**src/rtl/alu_pkg.sv**
```systemverilog
// Shared definitions for seq_alu_param: opcodes, FSM state encoding and
// small result-packing helpers.
package alu_pkg;

  typedef enum logic [1:0] {
    OP_ADD = 2'b00,
    OP_SUB = 2'b01,
    OP_MUL = 2'b10,
    OP_DIV = 2'b11
  } op_t;

  typedef enum logic [2:0] {
    S_IDLE,
    S_LOADM,
    S_EXEC,
    S_ITER,
    S_CORR,
    S_DONE
  } state_t;

  function automatic logic is_iterative(input op_t op);
    return (op == OP_MUL) || (op == OP_DIV);
  endfunction

  function automatic logic [1:0] pack_status(input logic ovf, input logic dz);
    return {ovf, dz};
  endfunction

endpackage

```
**src/rtl/alu_step_counter.sv**
```systemverilog
// Clear/increment step counter; last is high while count == N-1.
module alu_step_counter #(
  parameter int N = 8,
  localparam int CW = (N > 1) ? $clog2(N) : 1
) (
  input  logic clk,
  input  logic rst,
  input  logic clr,
  input  logic inc,
  output logic last
);

  logic [CW-1:0] count;

  always_ff @(posedge clk or posedge rst) begin
    if (rst)      count <= '0;
    else if (clr) count <= '0;
    else if (inc) count <= count + 1'b1;
  end

  assign last = (count == CW'(N - 1));

endmodule

```
**src/rtl/seq_alu_param.sv**
```systemverilog
// Multi-cycle ALU: signed add/sub, Booth radix-2 multiply, unsigned non-restoring divide.
// Define SEQ_ALU_STATUS_EN to add the status = {ovf, dz} output.
module seq_alu_param
  import alu_pkg::*;
#(
  parameter int WIDTH = 8
) (
  input  logic                 clk,
  input  logic                 rst,
  input  logic                 start,
  input  logic [1:0]           sel,
  input  logic [2*WIDTH-1:0]   inbus,
  output logic [2*WIDTH-1:0]   outbus,
  output logic                 finish,
  output logic                 busy
`ifdef SEQ_ALU_STATUS_EN
  ,
  output logic [1:0]           status
`endif
);

  state_t           state, state_nx;
  op_t              op;
  logic [WIDTH:0]   a;      // one guard bit above the WIDTH-bit accumulator
  logic [WIDTH-1:0] q, m;
  logic             q_m1;
  logic             exc;
  logic             step_last;
  logic             accept;
  logic             div_exc;

  logic [WIDTH:0]   add_a, add_b, sum;
  logic             add_sub;
  logic [2*WIDTH-1:0] result;

  // start arriving in the finish cycle is still treated as busy
  assign accept  = (state == S_IDLE) && start && !finish;
  assign div_exc = (m == '0) || (a[WIDTH-1:0] >= m);
  assign busy    = (state != S_IDLE) || finish;

  alu_step_counter #(.N(WIDTH)) u_step (
    .clk  (clk),
    .rst  (rst),
    .clr  (state == S_LOADM),
    .inc  (state == S_ITER),
    .last (step_last)
  );

  always_ff @(posedge clk or posedge rst) begin
    if (rst) state <= S_IDLE;
    else     state <= state_nx;
  end

  always_comb begin
    state_nx = state;
    case (state)
      S_IDLE:  if (accept) state_nx = S_LOADM;
      S_LOADM: state_nx = S_EXEC;
      S_EXEC: begin
        if (op == OP_DIV)          state_nx = div_exc ? S_DONE : S_ITER;
        else if (is_iterative(op)) state_nx = S_ITER;
        else                       state_nx = S_DONE;
      end
      S_ITER:  if (step_last) state_nx = (op == OP_DIV) ? S_CORR : S_DONE;
      S_CORR:  state_nx = S_DONE;
      S_DONE:  state_nx = S_IDLE;
      default: state_nx = S_IDLE;
    endcase
  end

  // Shared WIDTH+1 adder; subtraction is a + ~b + 1
  always_comb begin
    add_a   = a;
    add_b   = {m[WIDTH-1], m};
    add_sub = 1'b0;
    case (op)
      OP_SUB: add_sub = 1'b1;
      OP_MUL: begin
        case ({q[0], q_m1})
          2'b01:   add_sub = 1'b0;
          2'b10:   add_sub = 1'b1;
          default: add_b   = '0;
        endcase
      end
      OP_DIV: begin
        add_b = {1'b0, m};
        if (state == S_ITER) begin
          add_a   = {a[WIDTH-1:0], q[WIDTH-1]};
          add_sub = ~a[WIDTH];
        end
      end
      default: ;
    endcase
    sum = add_a + (add_sub ? ~add_b : add_b) + {{WIDTH{1'b0}}, add_sub};
  end

  always_comb begin
    case (op)
      OP_MUL:  result = {a[WIDTH-1:0], q};
      OP_DIV:  result = exc ? {a[WIDTH-1:0], {WIDTH{1'b1}}} : {a[WIDTH-1:0], q};
      default: result = {{WIDTH{a[WIDTH-1]}}, a[WIDTH-1:0]};
    endcase
  end

  always_ff @(posedge clk or posedge rst) begin
    if (rst) begin
      op   <= OP_ADD;
      a    <= '0;
      q    <= '0;
      m    <= '0;
      q_m1 <= 1'b0;
      exc  <= 1'b0;
    end else begin
      case (state)
        S_IDLE: if (accept) begin
          op   <= op_t'(sel);
          q_m1 <= 1'b0;
          case (op_t'(sel))
            OP_DIV: begin
              a <= {1'b0, inbus[2*WIDTH-1:WIDTH]};
              q <= inbus[WIDTH-1:0];
            end
            OP_MUL: begin
              a <= '0;
              q <= inbus[WIDTH-1:0];
            end
            default: begin
              a <= {inbus[WIDTH-1], inbus[WIDTH-1:0]};
              q <= '0;
            end
          endcase
        end
        S_LOADM: m <= inbus[WIDTH-1:0];
        S_EXEC: begin
          exc <= (op == OP_DIV) && div_exc;
          if (!is_iterative(op)) a <= {sum[WIDTH-1], sum[WIDTH-1:0]};
        end
        S_ITER: begin
          if (op == OP_MUL) begin
            a    <= {sum[WIDTH], sum[WIDTH:1]};
            q    <= {sum[0], q[WIDTH-1:1]};
            q_m1 <= q[0];
          end else begin
            a <= sum;
            q <= {q[WIDTH-2:0], ~sum[WIDTH]};
          end
        end
        S_CORR: if (a[WIDTH]) a <= sum;
        default: ;
      endcase
    end
  end

  always_ff @(posedge clk or posedge rst) begin
    if (rst) begin
      outbus <= '0;
      finish <= 1'b0;
    end else begin
      finish <= (state == S_DONE);
      if (state == S_DONE) outbus <= result;
    end
  end

`ifdef SEQ_ALU_STATUS_EN
  logic ovf_f, dz_f;

  always_ff @(posedge clk or posedge rst) begin
    if (rst) begin
      ovf_f  <= 1'b0;
      dz_f   <= 1'b0;
      status <= 2'b00;
    end else begin
      if (state == S_EXEC) begin
        case (op)
          OP_ADD, OP_SUB: begin
            ovf_f <= sum[WIDTH] ^ sum[WIDTH-1];
            dz_f  <= 1'b0;
          end
          OP_DIV: begin
            ovf_f <= div_exc && (m != '0);
            dz_f  <= (m == '0);
          end
          default: begin
            ovf_f <= 1'b0;
            dz_f  <= 1'b0;
          end
        endcase
      end
      if (state == S_DONE) status <= pack_status(ovf_f, dz_f);
    end
  end
`endif

endmodule

```
**config.mk**
```make
export PLATFORM = sky130hd
export DESIGN_NAME = seq_alu_param
export DESIGN_NICKNAME = d
export VERILOG_FILES = /design/src/rtl/alu_pkg.sv /design/src/rtl/alu_step_counter.sv /design/src/rtl/seq_alu_param.sv
export SDC_FILE = /design/constraint.sdc
export NUM_CORES = 1
export LEC_CHECK = 0
export ABC_CLOCK_PERIOD_IN_PS = 5820
export CAP_MARGIN = 20
export CORE_MARGIN = 10
export CORE_UTILIZATION = 50
export DETAILED_ROUTE_END_ITERATION = 10
export HOLD_SLACK_MARGIN = 0.03
export PLACE_DENSITY = 0.77
export SLEW_MARGIN = 0
export SYNTH_ARGS = -nofsm -noshare
export SYNTH_HDL_FRONTEND = slang
export SYNTH_SLANG_ARGS = --single-unit
```
**constraint.sdc**
```tcl
create_clock -name clk -period 5.82 [get_ports clk]
set_input_delay 1.164 -clock clk [delete_from_list [all_inputs] [get_ports clk]]
set_output_delay 1.164 -clock clk [all_outputs]
set_load 0.03 [all_outputs]
```
After elaboration in Yosys (flattened, before gate mapping)
Cells that the tools add are included.
{"block": "word_totals", "ff_bits": 52, "input_bits": 21, "out_inout_bits": 18}
{"block": "classes", "magnitude_cmp": 1, "n_bitwise": 3, "n_eq_ne": 18, "reduce_logical": 21, "muxes": 32, "addsub": 3}
{"op": "9-bit two-way mux", "count": 7}
{"op": "8-bit two-way mux", "count": 5}
{"op": "9-bit one-hot mux with 2 select lines", "count": 2}
{"op": "9-bit one-hot mux with 4 select lines", "count": 1}
{"op": "15-bit one-hot mux with 2 select lines", "count": 1}
{"op": "3-bit two-way mux", "count": 7}
{"op": "8-bit one-hot mux with 2 select lines", "count": 1}
{"op": "3-bit one-hot mux with 5 select lines", "count": 1}
{"op": "2-bit == test, second input constant", "count": 5}
{"op": "2-bit inequality test, second input constant", "count": 5}
{"op": "9-bit by 1-bit adder with 9-bit output", "count": 1}
{"op": "9-bit adder", "count": 1}
{"op": "3-bit == test, second input constant", "count": 3}
{"op": "9-bit inverter", "count": 1}
{"op": "8-bit greater-or-equal comparator", "count": 1}
{"op": "8-bit zero test", "count": 1}
{"op": "3-bit by 2-bit == test with 1-bit output, second input constant", "count": 2}
{"op": "2-bit AND reduction", "count": 3}
{"op": "3-bit AND reduction", "count": 2}
{"op": "1-bit two-way mux", "count": 5}
{"op": "2-bit by 1-bit == test with 1-bit output, second input constant", "count": 2}
{"op": "4-bit AND reduction", "count": 1}
{"op": "2-bit nonzero test", "count": 2}
{"op": "4-bit nonzero test", "count": 1}
{"op": "11 further kinds", "count": 17}

Depth between registers and ports, before layout
Gate-level depths: netlist of the first run.
{"block": "depth", "word_depth": 11, "depth_mapped": 13, "ltp_nobuf": 13}

By module
A second synthesis of the first run with hierarchy kept.
{"block": "unflattened", "hier_cells": 395, "area_unflattened_um2": 3450.8}
{"mod": "seq_alu_param", "area_each_um2": 3306.9, "seq_area_each_um2": 1226.2, "n_inst": 1, "cells_each": 383}
{"mod": "alu_step_counter", "area_each_um2": 143.9, "seq_area_each_um2": 75.1, "n_inst": 1, "cells_each": 12}

Worst setup path before layout of the first run
No wires, ideal clock.
{"block": "synth_path", "path_type": "reg2reg", "from": "register op[0]", "to": "register a[7]", "path_slack_ps": 2724, "path_buffers": 2, "stages_incl_launch_ff": 13, "setup_time_ps": 126, "synth_period_minus_slack_ps": 3096, "arrival_ps": 2970, "required_time_ps": 5694, "cell_sequence": "dfrtp_1 > buf_2 > and4b_1 > nand2_1 > mux2_2 > ha_1 > clkbuf_1 > a211oi_1 > o21ai_0 > a221oi_1 > a31oi_1 > and4_1 > a221o_1"}
{"block": "synth_between", "elab_chain_len": 8, "elab_cells_between_ends": 17, "cone_classes": "add/sub: 2; eq/ne: 4; mux: 8; bitwise: 1; reduce/logical: 2"}
{"item": "start: declaration", "line_no": "seq_alu_param.sv:23", "source": "op_t op;"}
{"item": "start signal: assignment", "line_no": "seq_alu_param.sv:116", "source": "op <= op_t'(sel);"}
{"item": "2-bit == test (on tied branches)", "line_no": "alu_pkg.sv:22, seq_alu_param.sv:76, seq_alu_param.sv:139"}
{"item": "9-bit one-hot mux with 2 select lines", "line_no": "seq_alu_param.sv:76", "source": "case (op)"}
{"item": "9-bit inverter", "line_no": "seq_alu_param.sv:94", "source": "sum = add_a + (add_sub ? ~add_b : add_b) + {{WIDTH{1'b0}}, add_sub};"}
{"item": "9-bit two-way mux", "line_no": "seq_alu_param.sv:94"}
{"item": "9-bit adder", "line_no": "seq_alu_param.sv:94"}
{"item": "9-bit by 1-bit adder with 9-bit output", "line_no": "seq_alu_param.sv:94"}
{"item": "9-bit two-way mux, or another cell as far along", "line_no": "seq_alu_param.sv:148", "source": "S_CORR: if (a[WIDTH]) a <= sum;"}
{"item": "9-bit one-hot mux with 4 select lines", "line_no": "seq_alu_param.sv:114", "source": "case (state)"}
{"item": "end signal: assignment", "line_no": "seq_alu_param.sv:120", "source": "a <= {1'b0, inbus[2*WIDTH-1:WIDTH]};"}
{"item": "end signal: assignment", "line_no": "seq_alu_param.sv:144", "source": "a <= sum;"}
{"item": "end signal: assignment", "line_no": "seq_alu_param.sv:148"}
{"item": "end: declaration", "line_no": "seq_alu_param.sv:24", "source": "logic [WIDTH:0] a;"}
Parallel ways exist; a longest one is shown, timed or not. The select of a mux whose other input is x is not followed.
A chain may end at the register's enable or synchronous reset.

Worst setup path in the final report of the first run
{"block": "layout_path", "from": "register op[1]", "to": "register a[7]"}
The elaborated chain is that of the path after synthesis.

==> metrics.cfg, run 1 <==
[synthesis]
syn-instance-count=413
synth_top_area_cell=dfrtp_1
synth.area.top_cells=dfrtp_1 (37%), nand2_1 (7.3%), ha_1 (6.3%)
ys_types=59
yosysMostFrequentCell=nand2_1
syn_avg_cell_area_um2=8.59
ys_ff_latch=52
synth_top_area_share_pct=36.7
async_flop_share_pct=100
ys.flop_type=dfrtp_1
synth_nets=453
synth_edf_count=0
synth_seq_area_share_pct=36.7
ys_warn_count=0
synth_common_cells=nand2_1 (69), dfrtp_1 (52), o21ai_0 (38)
synth_area_um2=3550

[worst_setup_path]
worst-path-max-fanout=28
cp.required_ns=6.03
r2r_slack_ns=1.82
r2r_start=op[1]$_DFFE_PP0P_
startpoint_type=register
crit_end=a[7]$_DFFE_PP0P_
cpPeakStageDelay_ns=0.88
r2r-end=a[7]$_DFFE_PP0P_
r2r_cells=9
cp_cell_sequence=nand2b_1 > o221ai_4 > xnor2_1 > fa_1 > a211oi_1 > o21bai_1 > a311o_1 > xnor2_1 > a221o_1
worstSetupPathType=reg -> reg
end_kind=register
cp_slowest_cell=dfrtp_1
crit_start=op[1]$_DFFE_PP0P_
cp.arrival_ns=4.21
crit_top_cell=xnor2_1

[timing]
rsz0062_at_grt=false
tightestPinTransition_ns=0.925
setup_viol=0
fmax_mhz=250
period_minus_slack_ns=4.00
finalHoldViolations=0
skew_ns=0.00983
period_share_pct=68.8
setup_ws_ns=1.82
max_slew_margin_pct=38.1
fin_tns_setup_ns=0
maxSlewViolCount=0

[route]
wl_per_cell_um=18.3
vias=3236
drt_iter0_drc=360
vias_per_cell=6.01
drc=0
wl_um=9840
drtPass1Iterations=6
antenna_left=0

[floorplanning]
ios=39
dieHeight_um=104
die_x_um=104
rows=30
start_util_pct=52.0
core_um2=6830
die-area_um2=10900

[grt]
antenna_found_initial=0
grt_overflow=0
first_global_vias=3036
grt_pass1_wl_um=16000
grt_use_total_pct=17.8
grt_max_degree=53

[finish]
nFillCells=634
syn2layout_area_growth_pct=15.6
drive_gt1_share_pct=6.33
layoutNonFillerInstCount=538
final_nets=481
diodes=0
utilization_pct=60.1

[clock_network]
cts_hold_buf=0
cts.sink_count=52
clkTransAtPathRegs_ns=0.10
clock_latency_ns=0.32
cts_max_level=2
cts-buffers-inserted=5
cts-resized-gates=0
clk_path_buf_depth=2
cts_tree=built
root_buffer=clkbuf_8
post-cts-setup-buffer-count=0

[place]
pre_cts_slack_ns=1.93
place.port_buffers=38
gp_congestion=0.946
dp_hpwl_um=7370
placed_cells=527

[job]
drv_cap=0

[worst_hold_path]
hp-class=reg -> reg

[run_status]
outcome=completed

layout by cell type (no fill, tap or decap), types with 2 or more instances in the layout:
cell and n:
o211ai_1 4, clkdlybuf4s50_1 38, nand3b_1 2, a211oi_1 10, mux2i_1 3, o21ai_0 38
nor2b_1 4, and3_1 10, a22oi_1 2, nand3_1 6, o31ai_1 4, nand2_1 69
and2_1 4, o22ai_1 11, xnor2_1 15, a21oi_1 32, a21boi_1 2, a31oi_1 9
mux2_2 7, nor2_1 19, a221oi_1 8, clkbuf_8 6, a21o_1 3, inv_2 2
a221o_1 4, inv_1 16, nor3_1 3, dfrtp_1 52, ha_1 18, xor2_1 2
o21a_1 2, nand2b_1 7
through the flow:
step | hold slack, ns | instance area [um^2]
6_report | 0.488 | 4100
3_5_place_dp | 0.471 | 3970
5_1_grt | 0.509 | 4100
4_1_cts | 0.492 | 4060
2_1_floorplan | 0.450 | 3550
3_3_place_gp | 0.460 | 3970
cell families (layout without fill, tap and decap cells):
| logic type | Yosys count | after routing | synth area share, % |
|---|---|---|---|
| compound gates | 144 | 144 | 27.0 |
| xor+xnor | 17 | 17 | 4.19 |
| fa+ha+maj | 19 | 19 | 6.91 |
| buf+inv | 38 | 67 | 4.27 |
| flops | 52 | 52 | 36.7 |
| mux | 10 | 10 | 3.07 |
| simple gates | 133 | 133 | 17.9 |
state kept, by name, summed over array words and instances (netlist names):
signal        cells
m                 8
exc               1
outbus           16
op                2
a                 9
q_m1              1
u_step.count      3
q                 8
state             3
finish            1
worst max-delay path, delay by kind of cell, from the launching register on:
family                     cells  cell delay (ns)
AOI/OAI and AO/OA              5             1.66
DFF                            1             0.88
and+or+nand+nor                1             0.52
adders and majority gates      1             0.47
xor gates and xnor gates       2             0.37
area by class of cell:
class	instances	area, um^2	area share, %
multi-input combinational	323	2100	51.1
clock inverter	1	7.51	0.183
inverter	18	67.6	1.65
tap	96	120	2.93
sequential	52	1300	31.7
timing repair buffer	41	423	10.3
clock buffer	7	86.3	2.10
worst min-delay path by stage:
stage / from / end / depth (start not counted)
2_1_floorplan: exc$_DFFE_PP0P_ / exc$_DFFE_PP0P_ / 2
3_3_place_gp: outbus[8]$_DFFE_PP0P_ / outbus[8]$_DFFE_PP0P_ / 2
3_5_place_dp: outbus[3]$_DFFE_PP0P_ / outbus[3]$_DFFE_PP0P_ / 2
4_1_cts: outbus[3]$_DFFE_PP0P_ / outbus[3]$_DFFE_PP0P_ / 2
5_1_grt: outbus[3]$_DFFE_PP0P_ / outbus[3]$_DFFE_PP0P_ / 2
6_report: outbus[3]$_DFFE_PP0P_ / outbus[3]$_DFFE_PP0P_ / 2
routing by layer:
layer | GRT usage (%) | wire length [um]
met2 | 27.4 | 4430
met5 | 0 | 0
met4 | 7.65 | 328
met3 | 3.97 | 781
met1 | 23.3 | 4300
Power of run 1 is left out: the tool's default activity adds up to more than one toggle a clock period on the data nets, which glitch-free logic cannot reach.
==> inputs of run 2 (changes only) <==
- ABC_CLOCK_PERIOD_IN_PS: 5820 -> 3500
- PLACE_DENSITY: 0.77 -> 0.8
- clock period: 5.82 -> 3.5 ns (I/O delays scaled with it)
==> metrics.cfg, run 2 (synthesized netlist as in run 1, its figures left out) <==
[run_status]
outcome=completed

[floorplanning]
start_util_pct=52.0
rows=30
die_x_um=104
ios=39
core_um2=6830
dieHeight_um=104
die-area_um2=10900

[timing]
finalHoldViolations=0
fmax_mhz=298
period_share_pct=95.7
rsz0062_at_grt=false
maxSlewViolCount=0
max_slew_margin_pct=40.7
fin_tns_setup_ns=0
period_minus_slack_ns=3.35
tightestPinTransition_ns=0.886
setup_viol=0
skew_ns=0.00669

[grt]
grt_pass1_wl_um=16500
grt_use_total_pct=18.2
grt_overflow=0
first_global_vias=3217
antenna_found_initial=0
grt_max_degree=34

[finish]
multi_input_area_um2=2110
largest_register=outbus
ff_latch_area_um2=1300
largest_register_ffs=16
nFillCells=602
diodes=0
top_regs=outbus x16, a x9
drive_gt1_share_pct=8.04
mostFrequentLayoutCells=nand2_1 (68), dfrtp_1 (52), clkdlybuf4s50_1 (38), o21ai_0 (37), a21oi_1 (32)
final_nets=487
syn2layout_area_growth_pct=17.6
final_common_cell=nand2_1

[worst_setup_path]
end_kind=register
r2r_start=q[0]$_DFFE_PP0P_
worst-path-max-fanout=5
startpoint_type=register
worstSetupPathType=reg -> reg
cp.required_ns=3.70
r2r_cells=11
r2r_slack_ns=0.15
r2r-end=a[7]$_DFFE_PP0P_
cp.arrival_ns=3.55

[clock_network]
cts_max_level=2
cts-buffers-inserted=5
root_buffer=clkbuf_8
cts_tree=built
clkTransAtPathRegs_ns=0.10
cts.sink_count=52
clk_path_buf_depth=2
clock_latency_ns=0.31

[route]
antenna_left=0
vias=3405
wl_per_cell_um=18.5
wl_um=10100
vias_per_cell=6.26
drc=0
drt_iter0_drc=465
drtPass1Iterations=5

[worst_hold_path]
hp-start=outbus[9]$_DFFE_PP0P_
min_delay_path_depth=2
hp-class=reg -> reg
hold_path_end=outbus[9]$_DFFE_PP0P_

[place]
place.port_buffers=38
dp_hpwl_um=7590
gp_congestion=0.969

[job]
drv_cap=0

[run 2: cell type report]
| class | instances | area share [%] |
|---|---|---|
| multi-input combinational | 323 | 50.5 |
| sequential | 52 | 31.2 |
| timing repair buffer | 47 | 10.9 |
| tap | 96 | 2.88 |
| clock buffer | 6 | 1.98 |
| inverter | 18 | 1.62 |
| clock inverter | 2 | 0.930 |
[run 2: through the flow]
step                      cell area [um^2]  setup slack, ns  std cells  hold slack [ns]  util [%]
after CTS                             4150            0.129        543            0.491      60.7
after floorplan                       3550            0.404        413            0.450         -
after detailed placement              4030            0.149        535            0.469      58.9
after global placement                4030            0.300        535            0.463      58.9
after global routing                  4170          0.00638        544            0.511      61.1
final                                 4170            0.149        544            0.482      61.1
[run 2: worst max-delay path, cell delays in order, from the launching register on]
cell	delay [ns]
dfrtp_1	0.44
ha_1	0.34
nand3b_1	0.15
and2_1	0.26
o22ai_4	0.19
inv_2	0.09
fa_1	0.43
a211oi_1	0.27
o21bai_1	0.12
a311o_1	0.41
xnor2_1	0.17
a221o_1	0.37
[run 2: how the worst max path moves through the flow]
stage	depth (start not counted)	to	start
2_1_floorplan	12	a[7]$_DFFE_PP0P_	op[0]$_DFFE_PP0P_
3_3_place_gp	10	a[7]$_DFFE_PP0P_	op[0]$_DFFE_PP0P_
3_5_place_dp	10	a[6]$_DFFE_PP0P_	op[0]$_DFFE_PP0P_
4_1_cts	10	a[6]$_DFFE_PP0P_	op[0]$_DFFE_PP0P_
5_1_grt	10	a[6]$_DFFE_PP0P_	op[0]$_DFFE_PP0P_
6_report	11	a[7]$_DFFE_PP0P_	q[0]$_DFFE_PP0P_
[run 2: timing repair]
item | CTS | global route
endpoints found under the setup margin | 0 | 3
hold buffers | 0 | 0
resized for setup | 0 | 3
setup buffers | 0 | 0
[run 2: routing by layer]
layer,share of wire [%],global-route usage (%)
met5,0,0
met4,5.3,10.1
met3,9.1,4.15
met2,43,26.7
met1,43,24.1
Power of run 2 is left out for the same reason.
